## src/rtl/clock_pkg.sv

```systemverilog
// Shared types and constants for the wall-clock timekeeper.
//   mode_t  : operating mode, RUN / SET_HOUR / SET_MIN (encoding 3 is illegal)
//   *_W     : bit widths of the seconds, minutes and hours fields
//   *_MAX   : highest value of the seconds and minutes fields
package clock_pkg;

  typedef enum logic [1:0] {
    RUN      = 2'd0,
    SET_HOUR = 2'd1,
    SET_MIN  = 2'd2
  } mode_t;

  localparam int SEC_W   = 6;
  localparam int MIN_W   = 6;
  localparam int HOUR_W  = 5;

  localparam int SEC_MAX = 59;
  localparam int MIN_MAX = 59;

endpackage

```

## src/rtl/timekeeper_ctrl_tick_gen.sv

```systemverilog
// tick_gen: 1 Hz clock-enable prescaler. No derived clock; this only makes a pulse.
// Ports:
//   clk_in  in   system clock
//   rst     in   synchronous active-high reset
//   clr     in   restart the second: count returns to 0 and any pending tick is dropped
//   tick    out  registered one-cycle pulse, high in the cycle after count == TICKS_PER_SEC-1
//   half    out  1 while count < TICKS_PER_SEC/2 (first half of the second)
module tick_gen #(
  parameter int TICKS_PER_SEC = 50000000
) (
  input  logic clk_in,
  input  logic rst,
  input  logic clr,
  output logic tick,
  output logic half
);

  localparam int CNT_W = $clog2(TICKS_PER_SEC);

  logic [CNT_W-1:0] cnt_q;
  logic             tick_q;

  always_ff @(posedge clk_in) begin
    if (rst || clr) begin
      cnt_q  <= '0;
      tick_q <= 1'b0;
    end else begin
      tick_q <= (cnt_q == CNT_W'(TICKS_PER_SEC - 1));
      if (cnt_q == CNT_W'(TICKS_PER_SEC - 1)) begin
        cnt_q <= '0;
      end else begin
        cnt_q <= cnt_q + CNT_W'(1);
      end
    end
  end

  assign tick = tick_q;
  assign half = (cnt_q < CNT_W'(TICKS_PER_SEC / 2));

endmodule

```

## src/rtl/timekeeper_ctrl.sv

```systemverilog
// timekeeper_ctrl: wall-clock time keeping and button-driven time setting for the
// seven-segment display. Everything runs on clk_in; the 1 Hz rate is a clock enable.
// Optional feature macro: TWELVE_HOUR_EN (hour shown as 1-12 plus a pm flag).
// Ports:
//   clk_in    in   system clock
//   rst       in   synchronous active-high reset
//   btn_mode  in   debounced one-cycle pulse, advances the mode
//   btn_inc   in   debounced one-cycle pulse, increments the field being set
//   tick_1hz  out  one-cycle pulse once per second
//   sec       out  seconds 0-59
//   min       out  minutes 0-59
//   hour      out  hours 0-23 (1-12 with TWELVE_HOUR_EN)
//   mode      out  0=RUN, 1=SET_HOUR, 2=SET_MIN
//   pm        out  afternoon flag (only with TWELVE_HOUR_EN)
//   blink     out  display-blank control for the field being set
//
// state    | meaning
// ---------+----------------------------------------------------------
// RUN      | time advances on each tick_1hz, btn_inc ignored
// SET_HOUR | ticks frozen, btn_inc bumps hour (wraps HOUR_MAX->0)
// SET_MIN  | ticks frozen, btn_inc bumps minute (wraps 59->0, no carry)
// 3        | illegal, returns to RUN on the next clock
module timekeeper_ctrl
  import clock_pkg::*;
#(
  parameter int TICKS_PER_SEC = 50000000,
  parameter int HOUR_MAX      = 23
) (
  input  logic              clk_in,
  input  logic              rst,
  input  logic              btn_mode,
  input  logic              btn_inc,
  output logic              tick_1hz,
  output logic [SEC_W-1:0]  sec,
  output logic [MIN_W-1:0]  min,
  output logic [HOUR_W-1:0] hour,
  output logic [1:0]        mode,
`ifdef TWELVE_HOUR_EN
  output logic              pm,
`endif
  output logic              blink
);

  mode_t             mode_q;
  logic [SEC_W-1:0]  sec_q;
  logic [MIN_W-1:0]  min_q;
  logic [HOUR_W-1:0] hour_q;
  logic              tick;
  logic              half;
  logic              clr_presc;

  // Leaving SET_MIN restarts the second so the first tick comes a full second later.
  assign clr_presc = (mode_q == SET_MIN) && btn_mode;

  tick_gen #(
    .TICKS_PER_SEC(TICKS_PER_SEC)
  ) u_tick_gen (
    .clk_in(clk_in),
    .rst   (rst),
    .clr   (clr_presc),
    .tick  (tick),
    .half  (half)
  );

  always_ff @(posedge clk_in) begin
    if (rst) begin
      mode_q <= RUN;
      sec_q  <= '0;
      min_q  <= '0;
      hour_q <= '0;
    end else begin
      case (mode_q)
        RUN: begin
          // A mode press wins over a coincident tick; sec is cleared anyway.
          if (btn_mode) begin
            mode_q <= SET_HOUR;
            sec_q  <= '0;
          end else if (tick) begin
            if (sec_q == SEC_W'(SEC_MAX)) begin
              sec_q <= '0;
              if (min_q == MIN_W'(MIN_MAX)) begin
                min_q <= '0;
                if (hour_q == HOUR_W'(HOUR_MAX)) begin
                  hour_q <= '0;
                end else begin
                  hour_q <= hour_q + HOUR_W'(1);
                end
              end else begin
                min_q <= min_q + MIN_W'(1);
              end
            end else begin
              sec_q <= sec_q + SEC_W'(1);
            end
          end
        end
        SET_HOUR: begin
          if (btn_mode) begin
            mode_q <= SET_MIN;
          end else if (btn_inc) begin
            if (hour_q == HOUR_W'(HOUR_MAX)) begin
              hour_q <= '0;
            end else begin
              hour_q <= hour_q + HOUR_W'(1);
            end
          end
        end
        SET_MIN: begin
          if (btn_mode) begin
            mode_q <= RUN;
            sec_q  <= '0;
          end else if (btn_inc) begin
            if (min_q == MIN_W'(MIN_MAX)) begin
              min_q <= '0;
            end else begin
              min_q <= min_q + MIN_W'(1);
            end
          end
        end
        default: mode_q <= RUN;
      endcase
    end
  end

  assign tick_1hz = tick;
  assign sec      = sec_q;
  assign min      = min_q;
  assign mode     = mode_q;
  // Blink follows the prescaler phase directly, so it is aligned to the second.
  assign blink    = (mode_q == RUN) ? 1'b1 : half;

`ifdef TWELVE_HOUR_EN
  // Internal time stays 0-23; only the presentation changes.
  always_comb begin
    if (hour_q == '0) begin
      hour = HOUR_W'(12);
    end else if (hour_q > HOUR_W'(12)) begin
      hour = hour_q - HOUR_W'(12);
    end else begin
      hour = hour_q;
    end
  end
  assign pm = (hour_q >= HOUR_W'(12));
`else
  assign hour = hour_q;
`endif

endmodule

```

## config.mk

```make
export PLATFORM = sky130hd
export DESIGN_NAME = timekeeper_ctrl
export DESIGN_NICKNAME = d
export VERILOG_FILES = /design/src/rtl/clock_pkg.sv /design/src/rtl/timekeeper_ctrl_tick_gen.sv /design/src/rtl/timekeeper_ctrl.sv
export SDC_FILE = /design/constraint.sdc
export NUM_CORES = 1
export LEC_CHECK = 0
export ABC_AREA = 0
export BUFFER_PORTS_ARGS = -buffer_cell sky130_fd_sc_hd__buf_2
export CAP_MARGIN = 20
export CORE_MARGIN = 5
export CORE_UTILIZATION = 65
export CTS_BUF_LIST = sky130_fd_sc_hd__clkbuf_8
export CTS_CLUSTER_DIAMETER = 200
export CTS_CLUSTER_SIZE = 25
export DETAILED_ROUTE_END_ITERATION = 8
export PLACE_DENSITY = 0.87
export SYNTH_ARGS = -nofsm -noshare
export SYNTH_HDL_FRONTEND = slang
export SYNTH_SLANG_ARGS = --single-unit
```

## constraint.sdc

```tcl
create_clock -name clk_in -period 4.1 [get_ports clk_in]
set_clock_uncertainty 0.05 [all_clocks]
set_input_delay 0 -clock clk_in [delete_from_list [all_inputs] [get_ports clk_in]]
set_output_delay 0 -clock clk_in [all_outputs]
set_load 0.01 [all_outputs]
```

# ---- Word level (Yosys, flattened, before mapping)
# Index checks and enable logic that the tools add are counted.
dict set report totals {
  ff_bits 46
  output_inout_bits 21
  input_bits 4
}
dict set report classes {
  reduce_logical 10
  magnitude_cmp 1
  add_sub_neg 4
  n_eq_ne 18
  n_mux 25
}
# op count
set ops {}
lappend ops {{$mux 6} 10}
lappend ops {{$mux 5} 7}
lappend ops {{$add 26x1->26 const B} 1}
lappend ops {{$eq 26x26->1 const B} 1}
lappend ops {{$lt 26x25->1 const B} 1}
lappend ops {{$pmux 6 s2} 2}
lappend ops {{$ne 2x2->1 const B} 10}
lappend ops {{$add 6x1->6 const B} 2}
lappend ops {{$eq 6x6->1 const B} 2}
lappend ops {{$pmux 5 s2} 1}
lappend ops {{$reduce_and 7->1} 1}
lappend ops {{$mux 2} 3}
lappend ops {{$pmux 2 s3} 1}
lappend ops {{$reduce_and 3->1} 2}
lappend ops {{$reduce_and 6->1} 1}
lappend ops {{$add 5x1->5 const B} 1}
lappend ops {{$eq 5x5->1 const B} 1}
lappend ops {{$reduce_bool 2->1} 2}
lappend ops {{$ne 3x2->1 const B} 1}
lappend ops {{$eq 2x1->1 const B} 1}
lappend ops {{$eq 2x2->1 const B} 1}
lappend ops {{$logic_not 2->1} 1}
lappend ops {{$ne 2x1->1 const B} 1}
lappend ops {{$reduce_or 2->1} 1}
lappend ops {{other kinds (3)} 3}

# ---- Depth between registers and ports, before layout
# Gate-level depths: netlist (run 1).
dict set report depth {
  word_depth 7
  mapped_depth 6
}

# ---- Modules after synthesis
# Synthesis (run 1) repeated with hierarchy kept, for this count alone.
dict set report hier_totals {
  hier_cells 280
  area_unflattened_um2 2453.6
}
# mod seq_area_each_um2 cells_each n_inst area_each_um2
set by_module_without_submodules {}
lappend by_module_without_submodules {tick_gen 540.5 150 1 1337.5}
lappend by_module_without_submodules {timekeeper_ctrl 380.4 130 1 1116.1}

# ---- Worst setup path after synthesis (run 1)
# OpenSTA, ideal clock, no wires.
dict set report synth_path {
  path_type {reg-to-reg}
  from {register u_tick_gen.cnt_q[0]}
  to {register u_tick_gen.cnt_q[20]}
  stages_incl_launch_ff 6
  setup_ns 0.070
  t_arrival_ns 1.533
  path_slack_ns 2.448
  t_required_ns 3.980
  path_cell_list {dfxtp_1 -> ha_1 -> and3_1 -> nand2_1 -> or4_1 -> a21oi_1}
}
dict set report synth_between {
  elab_chain_len 2
  word_cells_on_any_way 3
}
# item line_no
set synth_lines {}
lappend synth_lines {{start, declared} timekeeper_ctrl_tick_gen.sv:20} ;# logic [CNT_W-1:0] cnt_q;
lappend synth_lines {{start signal, assigned} timekeeper_ctrl_tick_gen.sv:32} ;# cnt_q <= cnt_q + CNT_W'(1);
lappend synth_lines {{branches (longest 2 deep; another with $add 26x1->26)} n/a}
# Several ways; the timed one is not identified.
# A chain may end at the register's enable or synchronous reset.

# ---- Final worst setup path (run 1)
dict set report layout_path {
  from {register u_tick_gen.cnt_q[8]}
  to {register u_tick_gen.cnt_q[12]}
}
# Same word-level chain as after synthesis.

==> key figures, run 1 <==
Clock tree
  – CTS tree: done
  – CTS hold repair buffers: 0
  – Postcts setup bufs: 0
  – Num CTS Buffers: 5
  – Root buffer cell: clkbuf_8
  – Post-CTS sizing: 0
  – Htree depth: 2
  – CTS clk-pin slew, worst paths: 90 ps
  – Max clock buf depth: 2
  – CTS Sinks: 46
  – Worst skew pair latency: 300 ps

Job
  – Max cap viols: 0

Logic synthesis
  – Synth area leader: dfxtp_1
  – Synth Net Count: 287
  – Sequential share of the synthesized area: 0.3772
  – Top_reg_cell synth: dfxtp_1
  – Synth cell types: 61
  – Avg Cell Area, Syn: 8.749 sq um
  – Synth top area share: 0.3772
  – Synthesized flop and latch total: 46
  – Number of flops mapped to enable cells by yosys: 0
  – Ys Warns: 0
  – Post-Synthesis Cells: 279
  – Asr flop ratio synth: 0
  – Synth top area cells: dfxtp_1 (38%), a21oi_1 (4.5%), xor2_1 (4.3%), nand3_1 (3.7%), nor2_1 (3.4%)
  – Netlist Area Pre-Place: 0.002441 sq mm

STA
  – Max Freq: 530.5 MHz
  – Final period demand of the worst path: 1885 ps
  – RSZ-0062 raised after global routing: no
  – Final hold violations: 0
  – Slew headroom: 0.6290
  – Worst hold slack: 81.05 ps
  – Least-Margin Pin Slew: 555.0 ps
  – Slew Limit Fails: 0
  – Post-Route Setup TNS: 0 ps
  – Final period util: 0.4598
  – Final setup fails: 0

GRT
  – Remaining Overflow, GRT: 0
  – Vias in the first global route: 1834
  – First-pass GRT wire length: 8114 microns
  – Initial antenna violation count: 0
  – Global router's overall resource usage: 0.1926
  – Largest net degree at the start of global routing: 26

Cells and area
  – FF+latch area: 920.9 sq um
  – Area grow syn2layout: 8.150%
  – Final Cell Area: 0.002640 sq mm
  – Multi-input gate area: 0.001405 sq mm
  – Commonest non-fill, non-tap cells in the layout: dfxtp_1 (46), buf_2 (25), a21oi_1 (22), nor2_1 (22), nand3_1 (18)
  – Nets: 306
  – Final cell count without fillers: 347
  – Commonest non-fill, non-tap cell in the layout: dfxtp_1
  – Share of cells above drive strength 1: 0.1472
  – Antenna diode count: 0
  – Filler cell count: 279

Critical path
  – WP buf/inv: 0
  – Worst r2r path cells: 4
  – Worst reg2reg path endpoint: u_tick_gen.cnt_q[12]
  – Crit path max-delay cell type: or4_1
  – CP top delay family: simple AND/OR/NAND/NOR gates
  – CP Max Fanout: 24
  – CP required: 4210 ps
  – Cell Chain, Critical Path: or4_1 > nand4b_4 > o21bai_4 > nor2_1
  – Crit Path Category: reg2reg
  – Reg-to-reg startpoint: u_tick_gen.cnt_q[8]
  – CP peak stage delay: 550 ps
  – Crit start category: flip-flop
  – Critical path endpoint category: flip-flop
  – Reg-to-reg setup timing slack: 2210 ps
  – Critical Path AT: 2000 ps

Place
  – Port buffer count: 24
  – Placed cell areas: 0.002540 sq mm
  – Placed wire-length estimate: 3463 microns
  – Placed cell count: 338
  – Final GP Congestion: 0.8489

Outcome
  – Status: finished clean

Route
  – Via count: 2137
  – DRT antenna net count: 0
  – DR iter-0 viols: 120
  – Post-DR vias/cell: 6.159
  – DRC Markers: 0
  – WL per Instance: 13.88 microns
  – Final WL: 4816 microns
  – 1st-pass router iterations: 5

Min path
  – Hold EP: min[1]
  – Hold path depth: 2
  – HP Start: rst
  – Worst hold path class: in2reg

Floorplanning
  – Effective utilization at floorplan: 0.6668
  – Row cnt: 22
  – Die footprint: 0.005081 sq mm
  – Core area: 0.003661 sq mm
  – Die H: 71.28 microns
  – Num ports: 25
  – Die X: 71.28 microns

Pwr
  – Leakage power: 1.035 nW
  – Power density over the cells: 299.7 mW/mm^2
  – Final Power: 791.3 uW
  – VDD IR-drop max: 173.7 uV
-- cells in the mapped netlist (5+ instances only) --
library cell / number
nand3_1: 18
nand2_1: 15
or3_1: 7
and3_1: 10
dfxtp_1: 46
and4_1: 5
a21oi_1: 22
inv_1: 9
xor2_1: 12
o21ai_0: 11
nand4_1: 6
or4_1: 9
buf_2: 5
nor2_1: 22
o31ai_1: 6
-- cells by family after synthesis --
kind of cell	Yosys count	synth area share
and+or+nand+nor	123	0.3075
AOI/OAI and AO/OA	67	0.1861
DFF	46	0.3772
buffers and inverters	22	0.04715
xor gates and xnor gates	16	0.05740
adders and majority gates	4	0.02050
muxes	1	0.004101
-- power breakdown --
part | internal [mW] | switching (mW)
Clock | 0.136 | 0.151
Combinational | 0.0156 | 0.0285
Sequential | 0.453 | 0.00783
Total | 0.604 | 0.188
-- metal layers --
metal	vias to the layer above	GRT usage	share of wire
met1	988	0.2391	0.45
met5	-	0	0
met4	0	0.05846	0.013
met2	56	0.3316	0.49
li1	1085	-	-
met3	8	0.04348	0.053
-- worst max path at each step --
stage,from,to,cells after the start
final,u_tick_gen.cnt_q[8],u_tick_gen.cnt_q[12],4
after floorplan,u_tick_gen.cnt_q[0],u_tick_gen.cnt_q[20],5
after detailed placement,mode[1],hour[4],4
after global routing,u_tick_gen.cnt_q[0],u_tick_gen.cnt_q[5],5
after global placement,mode[1],hour[4],4
after CTS,mode[1],hour[4],4
-- registers in the layout, indices dropped and copies added (netlist names) --
register / flops
u_tick_gen.cnt_q: 26
u_tick_gen.tick: 1
hour: 5
sec: 6
mode: 2
min: 6
-- final cells by class --
type / instances / area share
Multi-Input combinational cell: 211 / 0.5322
Sequential cell: 46 / 0.3488
Timing Repair Buffer: 25 / 0.04739
Clock buffer: 6 / 0.03128
Tap cell: 48 / 0.02275
Inverter: 9 / 0.01280
Clock inverter: 2 / 0.004739
-- stage by stage --
step	worst slack [ps]	util
3_3_place_gp	2206	0.6938
2_1_floorplan	2448	-
5_1_grt	2059	0.7211
3_5_place_dp	2142	0.6938
6_report	2215	0.7211
4_1_cts	2156	0.7198
(Power assumes the default switching activity.)
==> run 2: changes to the inputs <==
- CORE_UTILIZATION: 65 -> 55
- PLACE_DENSITY: 0.87 -> 0.78
- clock period: 4.1 -> 1.5 ns (I/O delays scaled with it)
==> run 2 against run 1 <==
Effect of this change: the run now ends with negative setup slack left; clock power grew to 3.1 times the previous value; register-to-register slack lost 2500 ps; setup slack lost 2600 ps; utilization grew 11 points; global-route usage grew 4.1 points; via count grew 27%; critical path type is now reg2out; critical path depth grew 1; sequential power grew to 2.7 times the previous value; count of clock-buffer cells in the layout grew 2; first-iteration DRC count grew 94%.
==> key figures, run 2 (synthesis gave the netlist of run 1 again) <==
Route
  – Top Layer Used: met4
  – Post-DR vias/cell: 6.350 (+3.1%)
  – Via count: 2724 (+27%)
  – Final WL: 8115 microns (+69%)
  – DRT antenna net count: 0 (unchanged)
  – Met2 WL post-DR: 3926 microns (+67%)
  – WL per Instance: 18.92 microns (+36%)
  – DRC Markers: 0 (unchanged)
  – DR iter-0 viols: 233 (+94%)
  – Metal3 WL: 527 microns (+110%)
  – 1st-pass router iterations: 5 (unchanged)
  – M1 WL: 3342 microns (+56%)

Floorplanning
  – Core area: 0.004324 sq mm (+18%)
  – Row cnt: 24 (+9.1%)
  – Effective utilization at floorplan: 0.5645 (-0.1023)
  – Die H: 76.62 microns (+7.5%)
  – Num ports: 25 (unchanged)
  – Die X: 76.62 microns (+7.5%)
  – Die footprint: 0.005871 sq mm (+16%)

Critical path
  – Reg-to-reg setup timing slack: -310 ps (-2520 ps)
  – Crit path max-delay cell type: or4_4
  – CP startpoint: u_tick_gen.cnt_q[8]
  – Critical path endpoint category: output port
  – CP peak stage delay: 550 ps (about the same)
  – CP Max Fanout: 3 (-88%)
  – Crit path to: blink
  – Crit Path Category: reg2out
  – Critical Path AT: 1820 ps (-180 ps)
  – CP required: 1450 ps (-2760 ps)
  – WP buf/inv: 1 (+1)
  – CP top delay family: simple AND/OR/NAND/NOR gates
  – Crit path depth: 5 (+1)
  – Reg-to-reg startpoint: u_tick_gen.cnt_q[8]
  – Worst reg2reg path endpoint: u_tick_gen.cnt_q[19]
  – Crit start category: flip-flop
  – Cell Chain, Critical Path: or4_4 > o2111ai_2 > a21oi_2 > o22ai_2 > buf_2
  – Worst r2r path cells: 5 (+1)

Clock tree
  – Max clock buf depth: 2 (unchanged)
  – CTS tree: done
  – Worst skew pair latency: 310 ps (about the same)
  – CTS clk-pin slew, worst paths: 80 ps (about the same)
  – Root buffer cell: clkbuf_8
  – Htree depth: 2 (unchanged)
  – CTS Sinks: 46 (unchanged)
  – Num CTS Buffers: 5 (unchanged)

Cells and area
  – Max reg flops: 26 (unchanged)
  – Share of cells above drive strength 1: 0.4854 (+0.3383)
  – Nets: 384 (+25%)
  – Commonest non-fill, non-tap cell in the layout: buf_4
  – Final Cell Area: 0.003600 sq mm (+36%)
  – Final cell count without fillers: 429 (+24%)
  – Antenna diode count: 0 (unchanged)
  – Area grow syn2layout: 47.46%
  – Commonest non-fill, non-tap cells in the layout: buf_4 (69), dfxtp_1 (36), buf_2 (25), nor2_1 (17)
  – Top reg by flops: u_tick_gen.cnt_q

STA
  – Slew Limit Fails: 0 (unchanged)
  – Least-Margin Pin Slew: 380.3 ps (-174.6 ps)
  – Final hold violations: 0 (unchanged)
  – Worst hold slack: 127.7 ps (+46.70 ps)
  – Max Freq: 535.7 MHz
  – Slew headroom: 0.7455 (+0.1165)
  – RSZ-0062 raised after global routing: yes
  – Final setup fails: 30 (+30)
  – Final worst slack: -366.6 ps (-2582 ps)
  – Final period util: 1.244
  – Final period demand of the worst path: 1867 ps
  – Post-Route Setup TNS: -7037 ps (-7037 ps)

GRT
  – Global router's overall resource usage: 0.2335 (+0.04096)
  – First-pass GRT wire length: 11490 microns (+42%)
  – Largest net degree at the start of global routing: 15 (-42%)
  – Vias in the first global route: 2516 (+37%)
  – Initial antenna violation count: 0 (unchanged)
  – Remaining Overflow, GRT: 0 (unchanged)

Min path
  – Worst hold path class: in2reg

Place
  – Placed wire-length estimate: 4547 microns (+31%)
  – Final GP Congestion: 0.8661 (+2.0%)
  – Port buffer count: 24 (unchanged)
  – Placed cell areas: 0.003110 sq mm (+22%)
  – Placed cell count: 408 (+21%)

Pwr
  – Power density over the cells: 666.4 mW/mm^2 (+120%)
  – VDD IR-drop max: 648.7 uV (+270%)
  – Final Power: 2.399 mW (+200%)
  – Leakage power: 1.503 nW (+45%)

Outcome
  – Status: complete, but fails checks
  – Failing checks: negative setup slack

Job
  – Max cap viols: 0 (unchanged)
-- run 2: cell types whose count changed in the layout (fill, tap and decap cells not counted), moves of 4 or more --
cell     before  now
ha_1          4    0
buf_6         0    4
nand3_2       0    4
a21oi_1      22    8
nand3_1      18   14
a21oi_2       0   14
nor2_1       22   17
dfxtp_2       0    8
dfxtp_1      46   36
buf_4         0   69
-- run 2: area by class of cell --
| class | instances | area [sq um] |
|---|---|---|
| Multi-Input combinational cell | 212 | 1694 |
| Sequential cell | 46 | 938.4 |
| Timing Repair Buffer | 102 | 758.2 |
| Fill cell | 241 | 724.4 |
| Clock buffer | 8 | 110.1 |
| Tap cell | 52 | 65.06 |
| Inverter | 9 | 33.78 |
-- run 2: worst register-to-register path, cell delays in order, from the launching register on --
cell,delay (ps)
dfxtp_1,350
or4_4,550
nand4b_4,220
o21bai_4,270
clkbuf_16,220
a21oi_2,40
-- run 2: worst min path at each step --
stage | cells after the start | to | startpoint
detailed placement | 2 | sec[0] | rst
global route | 3 | mode[0] | btn_mode
CTS | 3 | mode[0] | btn_mode
finish | 3 | mode[0] | btn_mode
global placement | 2 | sec[0] | rst
floorplan | 2 | min[5] | rst
-- run 2: per-layer routing --
layer,vias up,track usage
met5,-,0
met3,32,0.05319
met4,0,0.09965
met1,1306,0.2988
met2,148,0.3750
li1,1238,-
-- run 2: power breakdown --
part	leakage [nW]	switching (mW)	internal (mW)
clock	0.0575	0.426	0.466
combinational	1.07	0.138	0.112
sequential	0.377	0.0203	1.24
-- run 2: through the flow --
| step | util | setup slack, ps |
|---|---|---|
| floorplan | - | -75.33 |
| global placement | 0.7193 | -75.73 |
| detailed placement | 0.7193 | -134.0 |
| CTS | 0.7769 | -322.4 |
| global route | 0.8325 | -376.0 |
| finish | 0.8325 | -366.6 |
-- run 2: what timing repair did --
| item | in CTS | in global routing |
|---|---|---|
| hold endpoints to repair | 3 | 0 |
| resized for setup | 15 | 54 |
| setup endpoints to repair | 36 | 38 |
| pin swaps | 9 | 17 |
| gates cloned | 2 | 2 |
| hold buffers | 1 | 0 |
| setup buffers | 5 | 5 |
